## src/rtl/poker_dealer_betting_round.sv

```systemverilog
// rtl/poker_dealer_betting_round.sv - dealer controller for one heads-up betting round
module poker_dealer_betting_round #(
    parameter logic [7:0] MIN_BET      = 8'd2,
    parameter logic [1:0] MAX_INVALID  = 2'd3,
    parameter logic [7:0] RESP_TIMEOUT = 8'd255
) (
    input  logic       clk,
    input  logic       rst,
    input  logic       start_round,
    input  logic       first_player,
    input  logic [7:0] stack0_in,
    input  logic [7:0] stack1_in,
    input  logic [7:0] pot_in,
    input  logic       p0_output_valid,
    input  logic       p1_output_valid,
    input  logic [2:0] p0_action,
    input  logic [2:0] p1_action,
    input  logic [7:0] p0_make_bet,
    input  logic [7:0] p1_make_bet,
    output logic       p0_request,
    output logic       p1_request,
    output logic       p0_ack,
    output logic       p1_ack,
    output logic       p0_invalid,
    output logic       p1_invalid,
    output logic [2:0] p0_action_opponent,
    output logic [2:0] p1_action_opponent,
    output logic [7:0] p0_bet_opponent,
    output logic [7:0] p1_bet_opponent,
    output logic [7:0] money0,
    output logic [7:0] money1,
    output logic [7:0] pot_size,
    output logic       betting_round_done,
    output logic       hand_over,
    output logic       winner
);
    localparam logic [2:0] A_NONE  = 3'b000;
    localparam logic [2:0] A_FOLD  = 3'b001;
    localparam logic [2:0] A_CHECK = 3'b010;
    localparam logic [2:0] A_ALLIN = 3'b011;
    localparam logic [2:0] A_CALL  = 3'b100;
    localparam logic [2:0] A_BET   = 3'b110;
    localparam logic [2:0] A_RAISE = 3'b111;

    typedef enum logic [2:0] {
        S_IDLE, S_REQUEST, S_CHECK, S_ACK, S_REJECT, S_SWITCH, S_DONE, S_FOLDED
    } state_t;

    state_t     state_q, state_d;
    logic       cur_q, cur_d;
    logic [7:0] stack0_q, stack0_d, stack1_q, stack1_d, pot_q, pot_d;
    logic [7:0] contrib0_q, contrib0_d, contrib1_q, contrib1_d;
    logic       acted0_q, acted0_d, acted1_q, acted1_d;
    logic [1:0] inv_cnt_q, inv_cnt_d;
    logic [7:0] tmo_q, tmo_d;
    logic [2:0] act_q, act_d;
    logic [7:0] bet_q, bet_d;
    logic [2:0] aop0_q, aop0_d, aop1_q, aop1_d;
    logic [7:0] bop0_q, bop0_d, bop1_q, bop1_d;
    logic       inv0_q, inv0_d, inv1_q, inv1_d;
    logic       winner_q, winner_d;

    logic       cur_valid, legal, acted_oth, round_end;
    logic [7:0] stack_cur, stack_oth, contrib_cur, contrib_oth, to_call, amount, new_contrib;
    logic [8:0] pot_sum;

    always_comb begin
        cur_valid   = cur_q ? p1_output_valid : p0_output_valid;
        stack_cur   = cur_q ? stack1_q : stack0_q;
        stack_oth   = cur_q ? stack0_q : stack1_q;
        contrib_cur = cur_q ? contrib1_q : contrib0_q;
        contrib_oth = cur_q ? contrib0_q : contrib1_q;
        acted_oth   = cur_q ? acted0_q : acted1_q;
        to_call     = (contrib_oth > contrib_cur) ? (contrib_oth - contrib_cur) : 8'd0;

        legal  = 1'b0;
        amount = 8'd0;
        case (act_q)
            A_FOLD:  legal = 1'b1;
            A_CHECK: legal = (to_call == 8'd0);
            A_CALL: begin
                legal  = (to_call != 8'd0) && (stack_cur >= to_call);
                amount = to_call;
            end
            A_BET: begin
                legal  = (to_call == 8'd0) && (bet_q >= MIN_BET) && (bet_q <= stack_cur);
                amount = bet_q;
            end
            A_RAISE: begin
                legal  = (to_call != 8'd0) && (bet_q <= stack_cur) &&
                         (({1'b0, to_call} + {1'b0, MIN_BET}) <= {1'b0, bet_q});
                amount = bet_q;
            end
            A_ALLIN: begin
                legal  = (stack_cur != 8'd0);
                amount = stack_cur;
            end
            default: legal = 1'b0;
        endcase

        new_contrib = contrib_cur + amount;
        pot_sum     = {1'b0, pot_q} + {1'b0, amount};
        round_end   = (acted_oth && (new_contrib == contrib_oth) &&
                       (act_q == A_CHECK || act_q == A_CALL)) ||
                      ((act_q == A_ALLIN) && (new_contrib <= contrib_oth)) ||
                      ((stack_oth == 8'd0) && (new_contrib == contrib_oth));
    end

    always_comb begin
        state_d    = state_q;
        cur_d      = cur_q;
        stack0_d   = stack0_q;
        stack1_d   = stack1_q;
        pot_d      = pot_q;
        contrib0_d = contrib0_q;
        contrib1_d = contrib1_q;
        acted0_d   = acted0_q;
        acted1_d   = acted1_q;
        inv_cnt_d  = inv_cnt_q;
        tmo_d      = tmo_q;
        act_d      = act_q;
        bet_d      = bet_q;
        aop0_d     = aop0_q;
        aop1_d     = aop1_q;
        bop0_d     = bop0_q;
        bop1_d     = bop1_q;
        inv0_d     = 1'b0;
        inv1_d     = 1'b0;
        winner_d   = winner_q;

        case (state_q)
            S_IDLE: begin
                if (start_round) begin
                    stack0_d   = stack0_in;
                    stack1_d   = stack1_in;
                    pot_d      = pot_in;
                    cur_d      = first_player;
                    contrib0_d = 8'd0;
                    contrib1_d = 8'd0;
                    acted0_d   = 1'b0;
                    acted1_d   = 1'b0;
                    inv_cnt_d  = 2'd0;
                    tmo_d      = 8'd0;
                    aop0_d     = A_NONE;
                    aop1_d     = A_NONE;
                    winner_d   = 1'b0;
                    state_d    = S_REQUEST;
                end
            end
            S_REQUEST: begin
                if (cur_valid) begin
                    act_d   = cur_q ? p1_action : p0_action;
                    bet_d   = cur_q ? p1_make_bet : p0_make_bet;
                    state_d = S_CHECK;
                end else if (tmo_q == RESP_TIMEOUT) begin
                    winner_d = ~cur_q;
                    state_d  = S_FOLDED;
                end else begin
                    tmo_d = tmo_q + 8'd1;
                end
            end
            S_CHECK: state_d = legal ? S_ACK : S_REJECT;
            S_ACK: begin
                // Bookkeeping lands only once the bot has released its valid.
                if (!cur_valid) begin
                    pot_d = pot_sum[8] ? 8'hFF : pot_sum[7:0];
                    if (cur_q) begin
                        stack1_d   = stack1_q - amount;
                        contrib1_d = new_contrib;
                        acted1_d   = 1'b1;
                        aop0_d     = act_q;
                        bop0_d     = amount;
                    end else begin
                        stack0_d   = stack0_q - amount;
                        contrib0_d = new_contrib;
                        acted0_d   = 1'b1;
                        aop1_d     = act_q;
                        bop1_d     = amount;
                    end
                    if (act_q == A_FOLD) begin
                        winner_d = ~cur_q;
                        state_d  = S_FOLDED;
                    end else if (round_end) begin
                        state_d = S_DONE;
                    end else begin
                        state_d = S_SWITCH;
                    end
                end
            end
            S_REJECT: begin
                if (!cur_valid) begin
                    inv0_d    = ~cur_q;
                    inv1_d    = cur_q;
                    inv_cnt_d = inv_cnt_q + 2'd1;
                    tmo_d     = 8'd0;
                    if (inv_cnt_q + 2'd1 == MAX_INVALID) begin
                        winner_d = ~cur_q;
                        state_d  = S_FOLDED;
                    end else begin
                        state_d = S_REQUEST;
                    end
                end
            end
            S_SWITCH: begin
                cur_d     = ~cur_q;
                tmo_d     = 8'd0;
                inv_cnt_d = 2'd0;
                state_d   = S_REQUEST;
            end
            S_DONE:   state_d = S_IDLE;
            S_FOLDED: state_d = S_IDLE;
            default:  state_d = S_IDLE;
        endcase
    end

    always_ff @(posedge clk or negedge rst) begin
        if (!rst) begin
            state_q    <= S_IDLE;
            cur_q      <= 1'b0;
            stack0_q   <= 8'd0;
            stack1_q   <= 8'd0;
            pot_q      <= 8'd0;
            contrib0_q <= 8'd0;
            contrib1_q <= 8'd0;
            acted0_q   <= 1'b0;
            acted1_q   <= 1'b0;
            inv_cnt_q  <= 2'd0;
            tmo_q      <= 8'd0;
            act_q      <= A_NONE;
            bet_q      <= 8'd0;
            aop0_q     <= A_NONE;
            aop1_q     <= A_NONE;
            bop0_q     <= 8'd0;
            bop1_q     <= 8'd0;
            inv0_q     <= 1'b0;
            inv1_q     <= 1'b0;
            winner_q   <= 1'b0;
        end else begin
            state_q    <= state_d;
            cur_q      <= cur_d;
            stack0_q   <= stack0_d;
            stack1_q   <= stack1_d;
            pot_q      <= pot_d;
            contrib0_q <= contrib0_d;
            contrib1_q <= contrib1_d;
            acted0_q   <= acted0_d;
            acted1_q   <= acted1_d;
            inv_cnt_q  <= inv_cnt_d;
            tmo_q      <= tmo_d;
            act_q      <= act_d;
            bet_q      <= bet_d;
            aop0_q     <= aop0_d;
            aop1_q     <= aop1_d;
            bop0_q     <= bop0_d;
            bop1_q     <= bop1_d;
            inv0_q     <= inv0_d;
            inv1_q     <= inv1_d;
            winner_q   <= winner_d;
        end
    end

    assign p0_request         = (state_q == S_REQUEST) && !cur_q;
    assign p1_request         = (state_q == S_REQUEST) && cur_q;
    assign p0_ack             = (state_q == S_ACK || state_q == S_REJECT) && !cur_q;
    assign p1_ack             = (state_q == S_ACK || state_q == S_REJECT) && cur_q;
    assign p0_invalid         = inv0_q;
    assign p1_invalid         = inv1_q;
    assign p0_action_opponent = aop0_q;
    assign p1_action_opponent = aop1_q;
    assign p0_bet_opponent    = bop0_q;
    assign p1_bet_opponent    = bop1_q;
    assign money0             = stack0_q;
    assign money1             = stack1_q;
    assign pot_size           = pot_q;
    assign betting_round_done = (state_q == S_DONE);
    assign hand_over          = (state_q == S_FOLDED);
    assign winner             = winner_q;
endmodule

```

## config.mk

```make
export PLATFORM = sky130hd
export DESIGN_NAME = poker_dealer_betting_round
export DESIGN_NICKNAME = d
export VERILOG_FILES = /design/src/rtl/poker_dealer_betting_round.sv
export SDC_FILE = /design/constraint.sdc
export NUM_CORES = 1
export LEC_CHECK = 0
export CORE_MARGIN = 1.5
export CORE_UTILIZATION = 57
export CTS_BUF_LIST = sky130_fd_sc_hd__clkbuf_2 sky130_fd_sc_hd__clkbuf_4 sky130_fd_sc_hd__clkbuf_8
export DETAILED_ROUTE_END_ITERATION = 10
export GPL_ROUTABILITY_DRIVEN = 0
export PLACE_DENSITY = 0.94
export SETUP_SLACK_MARGIN = 0.3
export SYNTH_ARGS = -nofsm -noshare
export SYNTH_HDL_FRONTEND = slang
export SYNTH_SLANG_ARGS = --single-unit
```

## constraint.sdc

```tcl
create_clock -name clk -period 8 [get_ports clk]
set_clock_uncertainty 0.2 [all_clocks]
set_input_delay 2 -clock clk [delete_from_list [all_inputs] [get_ports clk]]
set_output_delay 2 -clock clk [all_outputs]
set_load 0.05 [all_outputs]
```

# After elaboration in Yosys (flattened, before gate mapping)
# Cells that the tools add are included.
[classes] add_sub_neg=8 magnitude_cmp=6 n_eq_ne=27 muxes=74 bitwise_logic=2 reduce_logical=41
[ops] operator="$mux W8" n=23
[ops] operator="$pmux W8 S2" n=5
[ops] operator="$mux W3" n=13
[ops] operator="$pmux W8 S4" n=1
[ops] operator="$pmux W8 S3" n=1
[ops] operator="$sub A8 B8 Y8" n=3
[ops] operator="$eq A3 B3 Y1 const B" n=7
[ops] operator="$pmux W3 S7" n=1
[ops] operator="$ne A2 B2 Y1 const B" n=10
[ops] operator="$mux W1" n=18
[ops] operator="$le A8 B8 Y1" n=2
[ops] operator="$logic_not A8 Y1" n=2
[ops] operator="$reduce_bool A8 Y1" n=2
[ops] operator="$logic_and A1 B1 Y1" n=13
[ops] operator="$eq A3 B2 Y1 const B" n=4
[ops] operator="$pmux W3 S2" n=2
[ops] operator="$reduce_and A3 Y1" n=4
[ops] operator="$reduce_and A4 Y1" n=3
[ops] operator="$add A8 B2 Y9 const B" n=1
[ops] operator="$add A8 B8 Y9" n=1
[ops] operator="$le A9 B8 Y1" n=1
[ops] operator="$add A8 B1 Y8 const B" n=1
[ops] operator="$add A8 B8 Y8" n=1
[ops] operator="$eq A8 B8 Y1" n=1
[ops] operator="24 further kinds" n=38
[word_totals] regBits=92 inputBits=52 output_inout_bits=55 word_cells=178

# Longest topological paths before layout
[logic_depth] depth_word=14 mapped_depth=31

# Least setup slack after synthesis
# Ideal clock, no wire load.
[synth_path] kind="register -> register" from="register cur_q" to="register state_q[1]" setup_ps=73 arrival_ps=6142 path_slack_ps=1585 stages_incl_launch_ff=30 path_buffers=5 period_less_slack_ps=6415 path_cell_list="dfrtp_1 buf_2 buf_2 buf_1 buf_2 mux2i_1 inv_1 ha_1 buf_6 nand4_1 or2_2 o21ai_2 nor2_1 a22oi_1 inv_1 ha_1 a21o_1 a21oi_1 nor2b_1 o21a_1 o41ai_1 xnor2_1 xnor2_1 ha_1 nand4_1 a21oi_1 a2111oi_0 o21ai_0 a32o_1 a21oi_2"
[synth_via] elab_chain_len=14
[synth_rtl] element="from (decl)" line="50" source="logic cur_q, cur_d;"
[synth_rtl] element="from (signal assigned)" line="240" source="cur_q <= cur_d;"
[synth_rtl] element="$mux W8, on equally long branches" line="72, 71"
[synth_rtl] element="$sub A8 B8 Y8 or $gt A8 B8 Y1 (tied branches)" line="74" source="to_call = (contrib_oth > contrib_cur) ? (contrib_oth - contrib_cur) : 8'd0;"
[synth_rtl] element="$mux W8" line="74"
[synth_rtl] element="$pmux W8 S3 (*)" line="78" source="case (act_q)"
[synth_rtl] element="net amount[1]" line="64" source="logic [7:0] stack_cur, stack_oth, contrib_cur, contrib_oth, to_call, amount, new_contrib;"
[synth_rtl] element="$add A8 B8 Y8 (*)" line="101" source="new_contrib = contrib_cur + amount;"
[synth_rtl] element="branches (longest 4 deep; another with $le A8 B8 Y1)"
[synth_rtl] element="$logic_or A1 B1 Y1 (*)" line="105" source="((act_q == A_ALLIN) && (new_contrib <= contrib_oth)) ||"
[synth_rtl] element="$mux W2 (*)" line="183" source="end else if (round_end) begin"
[synth_rtl] element="$mux W2 (*)" line="180" source="if (act_q == A_FOLD) begin"
[synth_rtl] element="$mux W3 (*)" line="165" source="if (!cur_valid) begin"
[synth_rtl] element="$pmux W3 S7 (*)" line="131" source="case (state_q)"
[synth_rtl] element="to (signal assigned)" line="239" source="state_q <= state_d;"
[synth_rtl] element="to (decl)" line="49" source="state_t state_q, state_d;"
# Mark *: on every way through the listed nets, which the timed path passes. The select of a mux whose other input is x is not followed.
# A chain may end at the register's enable or synchronous reset.

# Final worst setup path
# Ends and elaborated chain as after synthesis.

==> load_flow_metrics.sql <==
INSERT INTO impl_metrics (metric_group, metric, value, unit) VALUES
('outcome', 'status', 'finished clean', ''),
('worst_setup_path', 'crit_arrival', '7.23', 'ns'),
('synthesis', 'synth_ff_type', 'sky130_fd_sc_hd__dfrtp_1', ''),
('power_and_ir_drop', 'power.switching', '2.25', 'mW'),
('clock_network', 'post-cts-setup-buffer-count', '0', ''),
('routing', 'detail_route.wl_per_cell', '18.0', 'um'),
('floorplan', 'dieWidth', '116', 'um'),
('clock_network', 'cts-root-to-sink-buffers', '2', ''),
('cells_and_area', 'finalInstanceArea', '0.00859', 'sq mm'),
('timing', 'fin_crit_sh', '0.885', ''),
('worst_setup_path', 'worst-r2r-setup-slack', '0.92', 'ns'),
('clock_network', 'ctsResizeCount', '0', ''),
('floorplan', 'placementRows', '41', ''),
('routing', 'drt_first_pass_iters', '5', ''),
('synthesis', 'synth_most_common_cell', 'sky130_fd_sc_hd__nand2_1', ''),
('timing', 'slew_headroom', '0.242', ''),
('global_routing', 'groute.usage.overall', '0.305', ''),
('power_and_ir_drop', 'combinational_share_of_power', '0.714', ''),
('clock_network', 'cts_inserted_buffers', '9', ''),
('worst_setup_path', 'worst_setup_path_endpoint', 'state_q[1]', ''),
('synthesis', 'async_flop_share', '1.00', ''),
('global_routing', 'antenna_found_initial', '0', ''),
('timing', 'finalSetupViolations', '0', ''),
('hold_path', 'min-delay-path-class', 'flip-flop to flip-flop', ''),
('worst_setup_path', 'crit_path_max_incr_delay', '0.68', 'ns'),
('synthesis', 'muxShareOfSynthArea', '0.0603', ''),
('power_and_ir_drop', 'p_int', '1.91', 'mW'),
('worst_setup_path', 'crit_path_top_delay_cell', 'sky130_fd_sc_hd__a22oi_1', ''),
('power_and_ir_drop', 'post-layout-total-power', '4.16', 'mW'),
('cells_and_area', 'layout.nets', '1072', ''),
('clock_network', 'htree_levels', '3', ''),
('worst_setup_path', 'cp-end-kind', 'flip-flop', ''),
('timing', 'fmax', '0.141', 'GHz'),
('floorplan', 'design.die.area', '0.0134', 'sq mm'),
('routing', 'ant_nets', '0', ''),
('clock_network', 'cts.clk_slew.worst_paths', '0.11', 'ns'),
('routing', 'drc', '0', ''),
('clock_network', 'cts-hold-fix-buffers', '0', ''),
('synthesis', 'synth.yosys.warnings', '0', ''),
('synthesis', 'synthSimpleGateAreaFrac', '0.174', ''),
('worst_setup_path', 'crit_path_start_kind', 'flip-flop', ''),
('timing', 'timing_max_transition_violations_final', '0', ''),
('power_and_ir_drop', 'power.leakage', '4.11', 'nW'),
('placement', 'place_hpwl', '15100', 'um'),
('routing', 'drt-vias-per-instance', '6.12', ''),
('worst_setup_path', 'path_buf_inv', '2', ''),
('clock_network', 'cts.sinks', '92', ''),
('synthesis', 'synth_area_per_cell', '8.48', 'sq um'),
('floorplan', 'ios', '107', ''),
('synthesis', 'synth.largest_area_cell', 'sky130_fd_sc_hd__dfrtp_1', ''),
('global_routing', 'grt_pass1_vias', '6847', ''),
('synthesis', 'netlist_instances', '856', ''),
('routing', 'finalWirelength', '20200', 'um'),
('clock_network', 'cts_tree', 'yes', ''),
('placement', 'placed_cell_area', '0.00841', 'sq mm'),
('synthesis', 'yosys.area_share.adder', '0.138', ''),
('job', 'drv.max_cap_violation_count', '0', ''),
('synthesis', 'synth.top_cell.area_share', '0.317', ''),
('worst_setup_path', 'crit_path_cell_trace', 'mux2i_1, inv_1, ha_1, nand4_1, or2_2, o21ai_2, nor2_1, a22oi_1, inv_1, ha_1, a21o_1, a21oi_1, nor2b_1, o21a_1, o41ai_1, xnor2_1, xnor2_1, ha_1, nand4_1, a21oi_1, a2111oi_0, o21ai_0, a32o_1, a21oi_2', ''),
('routing', 'dr_total_vias', '6855', ''),
('floorplan', 'fp.dieH', '116', 'um'),
('worst_setup_path', 'timing.rr.end', 'state_q[1]', ''),
('synthesis', 'synth_commonest_cells', '95 x sky130_fd_sc_hd__nand2_1, 92 x sky130_fd_sc_hd__dfrtp_1, 80 x sky130_fd_sc_hd__inv_1', ''),
('cells_and_area', 'final_core_util', '0.687', ''),
('power_and_ir_drop', 'power_density', '484', 'mW/mm^2'),
('placement', 'place_ws', '1.09', 'ns'),
('timing', 'setup_total_negative_slack', '0', 'ns'),
('worst_setup_path', 'r2r_start', 'cur_q', ''),
('synthesis', 'ys_top_cells_by_area', 'sky130_fd_sc_hd__dfrtp_1 32%, sky130_fd_sc_hd__ha_1 12%, sky130_fd_sc_hd__mux2i_1 5.5%', ''),
('timing', 'worst_path_setup_slack_after_routing', '0.920', 'ns'),
('worst_setup_path', 'critical_path_cell_count', '24', '');
routing by layer:
metal / up-vias / track usage / share of wire
li1: 3181 / - / -
met3: 88 / 0.0769 / 0.096
met5: - / 0 / 0
met1: 3225 / 0.381 / 0.39
met4: 0 / 0.151 / 0.043
met2: 361 / 0.492 / 0.47
worst min-delay path, delay by kind of cell (launching register included):
| kind | cells | cell delay, ns |
|---|---|---|
| simple gates | 1 | 0.04 |
| compound gates | 1 | 0.06 |
| flops | 1 | 0.35 |
state kept, by name (all words and copies together), names as in the netlist:
register            count
p1_action_opponent      3
contrib0_q              8
acted0_q                1
state_q                 3
p1_invalid              1
p1_bet_opponent         8
tmo_q                   8
pot_size                8
bet_q                   8
p0_invalid              1
money1                  8
p0_action_opponent      3
p0_bet_opponent         8
winner                  1
contrib1_q              8
cur_q                   1
acted1_q                1
money0                  8
inv_cnt_q               2
act_q                   3
metrics by stage:
stage	instances	hold slack, ns
floorplan	856	0.251
global placement	1104	0.261
detailed placement	1104	0.278
CTS	1120	0.295
global route	1120	0.309
finish	1121	0.287
cell families after synthesis:
kind of cell / Yosys count
compound gates: 230
xor+xnor: 34
fa+ha+maj: 77
buf+inv: 117
flops: 92
mux: 43
simple gates: 263
area by class of cell:
| type | instances | area, sq um |
|---|---|---|
| flip-flops and latches | 92 | 2300 |
| clock buffers | 11 | 145 |
| well taps | 172 | 215 |
| repair buffers | 113 | 1110 |
| fillers | 957 | 3920 |
| inverters | 80 | 300 |
| clock inverters | 5 | 35.0 |
| multi-input cells | 647 | 4480 |
| diodes | 1 | 2.50 |
placed cells by master, fill, tap and decap left out, types with 14 or more instances in the layout:
cell / netlist / routed
sky130_fd_sc_hd__clkdlybuf4s50_1: 0 / 105
sky130_fd_sc_hd__nand2_1: 95 / 95
sky130_fd_sc_hd__a21o_1: 24 / 24
sky130_fd_sc_hd__mux2i_1: 40 / 40
sky130_fd_sc_hd__nor2b_1: 14 / 14
sky130_fd_sc_hd__o21ai_0: 77 / 77
sky130_fd_sc_hd__xnor2_1: 18 / 18
sky130_fd_sc_hd__dfrtp_1: 92 / 91
sky130_fd_sc_hd__ha_1: 72 / 72
sky130_fd_sc_hd__nand2b_1: 14 / 14
sky130_fd_sc_hd__inv_1: 80 / 80
sky130_fd_sc_hd__a21oi_1: 48 / 48
sky130_fd_sc_hd__nand3_1: 16 / 16
sky130_fd_sc_hd__xor2_1: 16 / 16
sky130_fd_sc_hd__nor2_1: 60 / 60
how the worst min path moves through the flow:
stage / depth (start not counted) / to / start / slack (ns)
after detailed placement: 2 / p0_action_opponent[0] / p0_action_opponent[0] / 0.28
final: 2 / p0_action_opponent[0] / p0_action_opponent[0] / 0.29
after global placement: 1 / acted1_q / acted1_q / 0.26
after CTS: 2 / p0_action_opponent[0] / p0_action_opponent[0] / 0.29
after global routing: 1 / acted1_q / acted1_q / 0.31
after floorplan: 1 / acted1_q / acted1_q / 0.25
power by group through the flow:
stage	Clock, mW	Sequential, mW	Combinational, mW
after floorplan	0	1.12	1.87
after global placement	0	0.866	2.79
after detailed placement	0	0.875	2.90
after CTS	0.305	0.868	2.92
after global routing	0.325	0.896	3.25
final	0.307	0.885	2.97
Note: power is estimated with default switching activity, not from simulation.
==> patch 1, RTL diff (config.mk and constraints unchanged) <==
Make the reset (`rst`) synchronous in one clocked block.
--- a/src/rtl/poker_dealer_betting_round.sv
+++ b/src/rtl/poker_dealer_betting_round.sv
@@ -213,7 +213,7 @@
         endcase
     end
 
-    always_ff @(posedge clk or negedge rst) begin
+    always_ff @(posedge clk) begin
         if (!rst) begin
             state_q    <= S_IDLE;
             cur_q      <= 1'b0;
Function: differs if rst is asserted again (counterexample within 4 cycles, from zero or initial values and one cycle with rst low); with rst held inactive, the same outputs for 4 cycles.
==> patch 1 against the original RTL <==
- fmax is 0.87% lower
- design area fell by 1.1%
- sequential cell count unchanged
- highest routed layer unchanged
- critical path type unchanged
- setup slack got worse by 0.062 ns
- routed wire length increased by 5.0%
- synthesized area fell by 2.4%
Power is left out: it rests on default switching activity, and per cell area and clock period it moved more than threefold.
==> patch 1: results (changes against the original RTL) <==
metric	value	unit	change
PostCTS Resize Cnt	0		unchanged
NumNets Final	1131		was 1072
xor and xnor area share after synthesis	3.82	%	was 4.10%
TritonCTS Buffers	9		unchanged
fraction of layout cells with a size suffix above 1	5.46	%	was 4.43%
Post-Synth Adder-Cell Area	14.1	%	was 13.8%
Mapped Nets	1043		was 985
mux share of post-synthesis cell area	6.08	%	was 6.03%
GRT Residual Overflow	0		unchanged
Slowest cell on crit path	dfxtp_4		was a22oi_1
hold_sp	p0_action_opponent[2]		was p0_action_opponent[0]
met3 Track Usage GR	5.19	%	was 7.69%
worst r2r src	cur_q		unchanged
top sig layer	met4		unchanged
total track usage	32.9	%	was 30.5%
asr flop ratio synth	0	%	was 100%
IO buf count	106		unchanged
CTS H-tree lvls	3		unchanged
DRC	0		unchanged
WL/cell	18.1	µm	was 18.0 µm
CTS max path bufs	2		unchanged
Via density	6.25		was 6.12
CP Data Arrival Time	7.24	ns	was 7.23 ns
compound-cell area share of the yosys netlist	22.7	%	was 20.4%
Commonest cells post-synth	95 x nor2_1, 92 x dfxtp_1, 80 x nand2_1, 73 x inv_1, 72 x ha_1		was 95 x nand2_1, 92 x dfrtp_1, 80 x inv_1, 77 x o21ai_0, 72 x ha_1
Rel. slew slack	17.8	%	was 24.2%
global-route wire length before repair	34100	µm	was 32000 µm
# fillers	904		was 957
initial antenna violation count	0		unchanged
Largest delay share family, worst path	compound AO/OA/AOI/OAI gates		unchanged
area occupied by multi-input gates	4810	µm²	was 4480 µm²
Clock Latency Late Sink	0.39	ns	was 0.41 ns
Met3 Wirelength	2190	µm	was 1930 µm
run status	finished clean		unchanged
WL met1	8420	µm	was 7910 µm
post-synthesis sequential area ratio	26.0	%	was 31.7%
Root Driver	clkbuf_8		unchanged
met2 wire length	9700	µm	was 9490 µm
initial drt markers	696		was 801
vias in the first global route	7035		was 6847
met1 Usage GRT	42.2	%	was 38.1%
kind of critical path	register to register		unchanged
drt pass-1 iters	8		was 5
worst-path maximum fanout	34		was 17
largest net degree at the start of global routing	64		was 65
clk slew on worst S/H paths	0.10	ns	
Antenna diodes	0		was 1
dominant synthesized flop cell	dfxtp_1		was dfrtp_1
Distinct cells, synth	67		was 71
Yosys Warn Count	0		unchanged
dpl hpwl	15500	µm	was 15100 µm
Hold Path Class	register to register		unchanged
Setup Fix Bufs, Post-CTS	0		unchanged
ranking of synthesized cells by area	dfxtp_1 26%, ha_1 13%, nor2_1 5.0%		was dfrtp_1 32%, ha_1 12%, mux2i_1 5.5%
M2 GR Usage	53.7	%	was 49.2%
Crit path largest cell delay	0.66	ns	was 0.68 ns
## patch 1: cell types whose count changed after synthesis, moves of 6 or more
cell and change:
mux2_2 +6, dfrtp_1 -92, nor3_1 +16, nor2_1 +35, nand3_1 +12, dfxtp_1 +92
nand2_1 -15, o21ai_0 -19, mux2i_1 -6, clkbuf_1 +9, inv_1 -7, a211oi_1 +33
## patch 1: final cells by class
type	instances	area share, %
inverters	73	3.22
well taps	168	2.47
repair buffers	120	13.7
clock buffers	10	1.62
clock inverters	6	0.677
multi-input cells	706	56.6
flip-flops and latches	92	21.7
## patch 1: tightest hold or removal path: stages, from the launching register on
cell	delay, ns
dfxtp_1	0.32
nand2_1	0.05
a21oi_1	0.05
## patch 1: metrics by stage
stage	hold WS, ns	cells	instance area, µm²	worst slack (ns)	utilization (%)
global placement	0.240	1159	8300	1.17	68.8
global route	0.297	1175	8500	0.449	70.5
floorplan	0.241	914	7080	0.528	-
CTS	0.262	1175	8500	0.766	70.5
detailed placement	0.247	1159	8300	0.799	68.8
finish	0.266	1175	8500	0.858	70.5
## patch 1: path summary, 6_finish.rpt
kind	cells after the start	slack, ns	endpoint
min	2	0.27	p0_action_opponent[2]
min reg2reg	2	0.27	p0_action_opponent[2]
max	28	0.86	state_q[1]
max reg2reg	28	0.86	state_q[1]
## patch 1: cells by family (layout without fill, tap and decap cells)
family / count (synthesis) / count (layout)
AO/OA/AOI/OAI: 242 / 242
multiplexers: 42 / 42
flip-flops: 92 / 92
buffers and inverters: 116 / 209
adder cells (fa/ha/maj): 77 / 77
XOR/XNOR: 30 / 30
AND/OR/NAND/NOR: 315 / 315
==> patch 2, RTL diff (same settings) <==
Made on the original files. Change the parameter `RESP_TIMEOUT` from 8'd255 to 8'd127.
--- a/src/rtl/poker_dealer_betting_round.sv
+++ b/src/rtl/poker_dealer_betting_round.sv
@@ -2,7 +2,7 @@
 module poker_dealer_betting_round #(
     parameter logic [7:0] MIN_BET      = 8'd2,
     parameter logic [1:0] MAX_INVALID  = 2'd3,
-    parameter logic [7:0] RESP_TIMEOUT = 8'd255
+    parameter logic [7:0] RESP_TIMEOUT = 8'd127
 ) (
     input  logic       clk,
     input  logic       rst,
Function: same outputs for any inputs over 4 cycles, from zero or initial values and one cycle with rst low; that may be too few to reach the edited logic, so the function may still have changed.
==> patch 2 against the original RTL <==
- total power barely moved
- synthesized area rose by 0.28%
- combinational power barely moved
- design area rose by 0.33%
- first-iteration DRC count fell by 13%
- cell count rose by 0.27%
- critical path depth did not move
- sequential share of layout area fell by 0.089 points
- utilization rose by 0.23 points
- global-route usage rose by 0.52 points
- sequential cell count did not move
- routed wire length fell by 0.58%
- setup slack improved by 0.056 ns
==> patch 2: results (changes against the original RTL) <==
metric	value	unit	change
run status	finished clean		unchanged
Post-Route WL	20100	µm	was 20200 µm
asr flop ratio synth	100	%	unchanged
ranking of synthesized cells by area	dfrtp_1 32%, ha_1 12%, mux2i_1 5.4%		was dfrtp_1 32%, ha_1 12%, mux2i_1 5.5%
Peak supply drop	282	µV	was 291 µV
Commonest cells post-synth	94 x nand2_1, 92 x dfrtp_1, 80 x inv_1, 77 x o21ai_0, 72 x ha_1		was 95 x nand2_1, 92 x dfrtp_1, 80 x inv_1, 77 x o21ai_0, 72 x ha_1
Min-Delay Endpoint	p1_action_opponent[1]		was p0_action_opponent[0]
WL met1	8110	µm	was 7910 µm
Lkg Pwr	4.11	nW	about the same
hold_sp	p1_action_opponent[1]		was p0_action_opponent[0]
global-route wire length before repair	32500	µm	was 32000 µm
dpl hpwl	15200	µm	was 15100 µm
IO buf count	106		unchanged
fraction of layout cells with a size suffix above 1	4.73	%	was 4.43%
internal power	1.92	mW	was 1.91 mW
# fillers	941		was 957
Setup WS pre-CTS	1.15	ns	was 1.09 ns
dominant synthesized flop cell	dfrtp_1		unchanged
R2R Path End	state_q[1]		unchanged
Reg2Reg Setup Slack	0.98	ns	was 0.92 ns
Combinational Power Share	71.5	%	was 71.4%
WL/cell	17.9	µm	was 18.0 µm
Inst Count DP	1108		was 1104
Clock power frac	7.4	%	about the same
Root Driver	clkbuf_8		unchanged
initial drt markers	696		was 801
Rel. slew slack	22.6	%	was 24.2%
CP Data Arrival Time	7.17	ns	was 7.23 ns
Mapped Nets	988		was 985
Syn Area/Cell	8.47	µm²	was 8.48 µm²
post-synthesis sequential area ratio	31.6	%	was 31.7%
worst r2r src	cur_q		unchanged
hold slack final	0.296	ns	was 0.287 ns
met2 wire length	9540	µm	was 9490 µm
Final Power	4.16	mW	about the same
total track usage	31.0	%	was 30.5%
drt pass-1 iters	6		was 5
post-route setup slack	0.977	ns	was 0.920 ns
vias after detailed routing	6871		was 6855
initial antenna violation count	0		unchanged
Met3 Wirelength	1780	µm	was 1930 µm
top sig layer	met4		unchanged
placed inst area	8440	µm²	was 8410 µm²
Hold Path Depth	2		unchanged
Hold Path Class	register to register		unchanged
largest net degree at the start of global routing	64		was 65
NumNets Final	1076		was 1072
kind of critical path	register to register		unchanged
TritonCTS Buffers	9		unchanged
vias in the first global route	6849		was 6847
Antenna diodes	0		was 1
==> patch 2: kinds of logic after synthesis <==
| family | after synthesis | synth area share (%) |
|---|---|---|
| adders and majority gates | 77 | 13.8 |
| buffers and inverters | 118 | 6.59 |
| muxes | 43 | 6.14 |
| and+or+nand+nor | 265 | 17.5 |
| DFF | 92 | 31.6 |
| xor gates and xnor gates | 34 | 4.09 |
| AOI/OAI and AO/OA | 230 | 20.3 |
==> patch 2: worst max-delay path, stage by stage, from the launching register on <==
cell and delay (ns):
dfrtp_2 0.67, mux2i_1 0.30, inv_1 0.07, ha_1 0.48
nand4_1 0.22, or2_2 0.37, o21ai_2 0.12, nor2_1 0.12
a22oi_1 0.69, inv_1 0.32, ha_1 0.37, a21o_1 0.16
a21oi_1 0.23, nor2b_1 0.09, o21a_1 0.20, o41ai_1 0.33
xnor2_1 0.13, xnor2_1 0.25, ha_1 0.30, nand4_1 0.13
a21oi_1 0.05, a2111oi_0 0.42, o21ai_0 0.27, a32o_1 0.32
a21oi_2 0.13
==> patch 2: routing by layer <==
metal / vias to the layer above / GRT usage [%]
li1: 3193 / -
met1: 3254 / 38.7
met2: 359 / 50.6
met3: 65 / 8.42
met4: 0 / 13.2
met5: - / 0
==> patch 2: area by class of cell <==
| type | instances | area share, % |
|---|---|---|
| well taps | 172 | 2.50 |
| clock buffers | 11 | 1.68 |
| flip-flops and latches | 92 | 26.7 |
| multi-input cells | 649 | 52.1 |
| repair buffers | 115 | 13.1 |
| clock inverters | 5 | 0.421 |
| inverters | 80 | 3.48 |
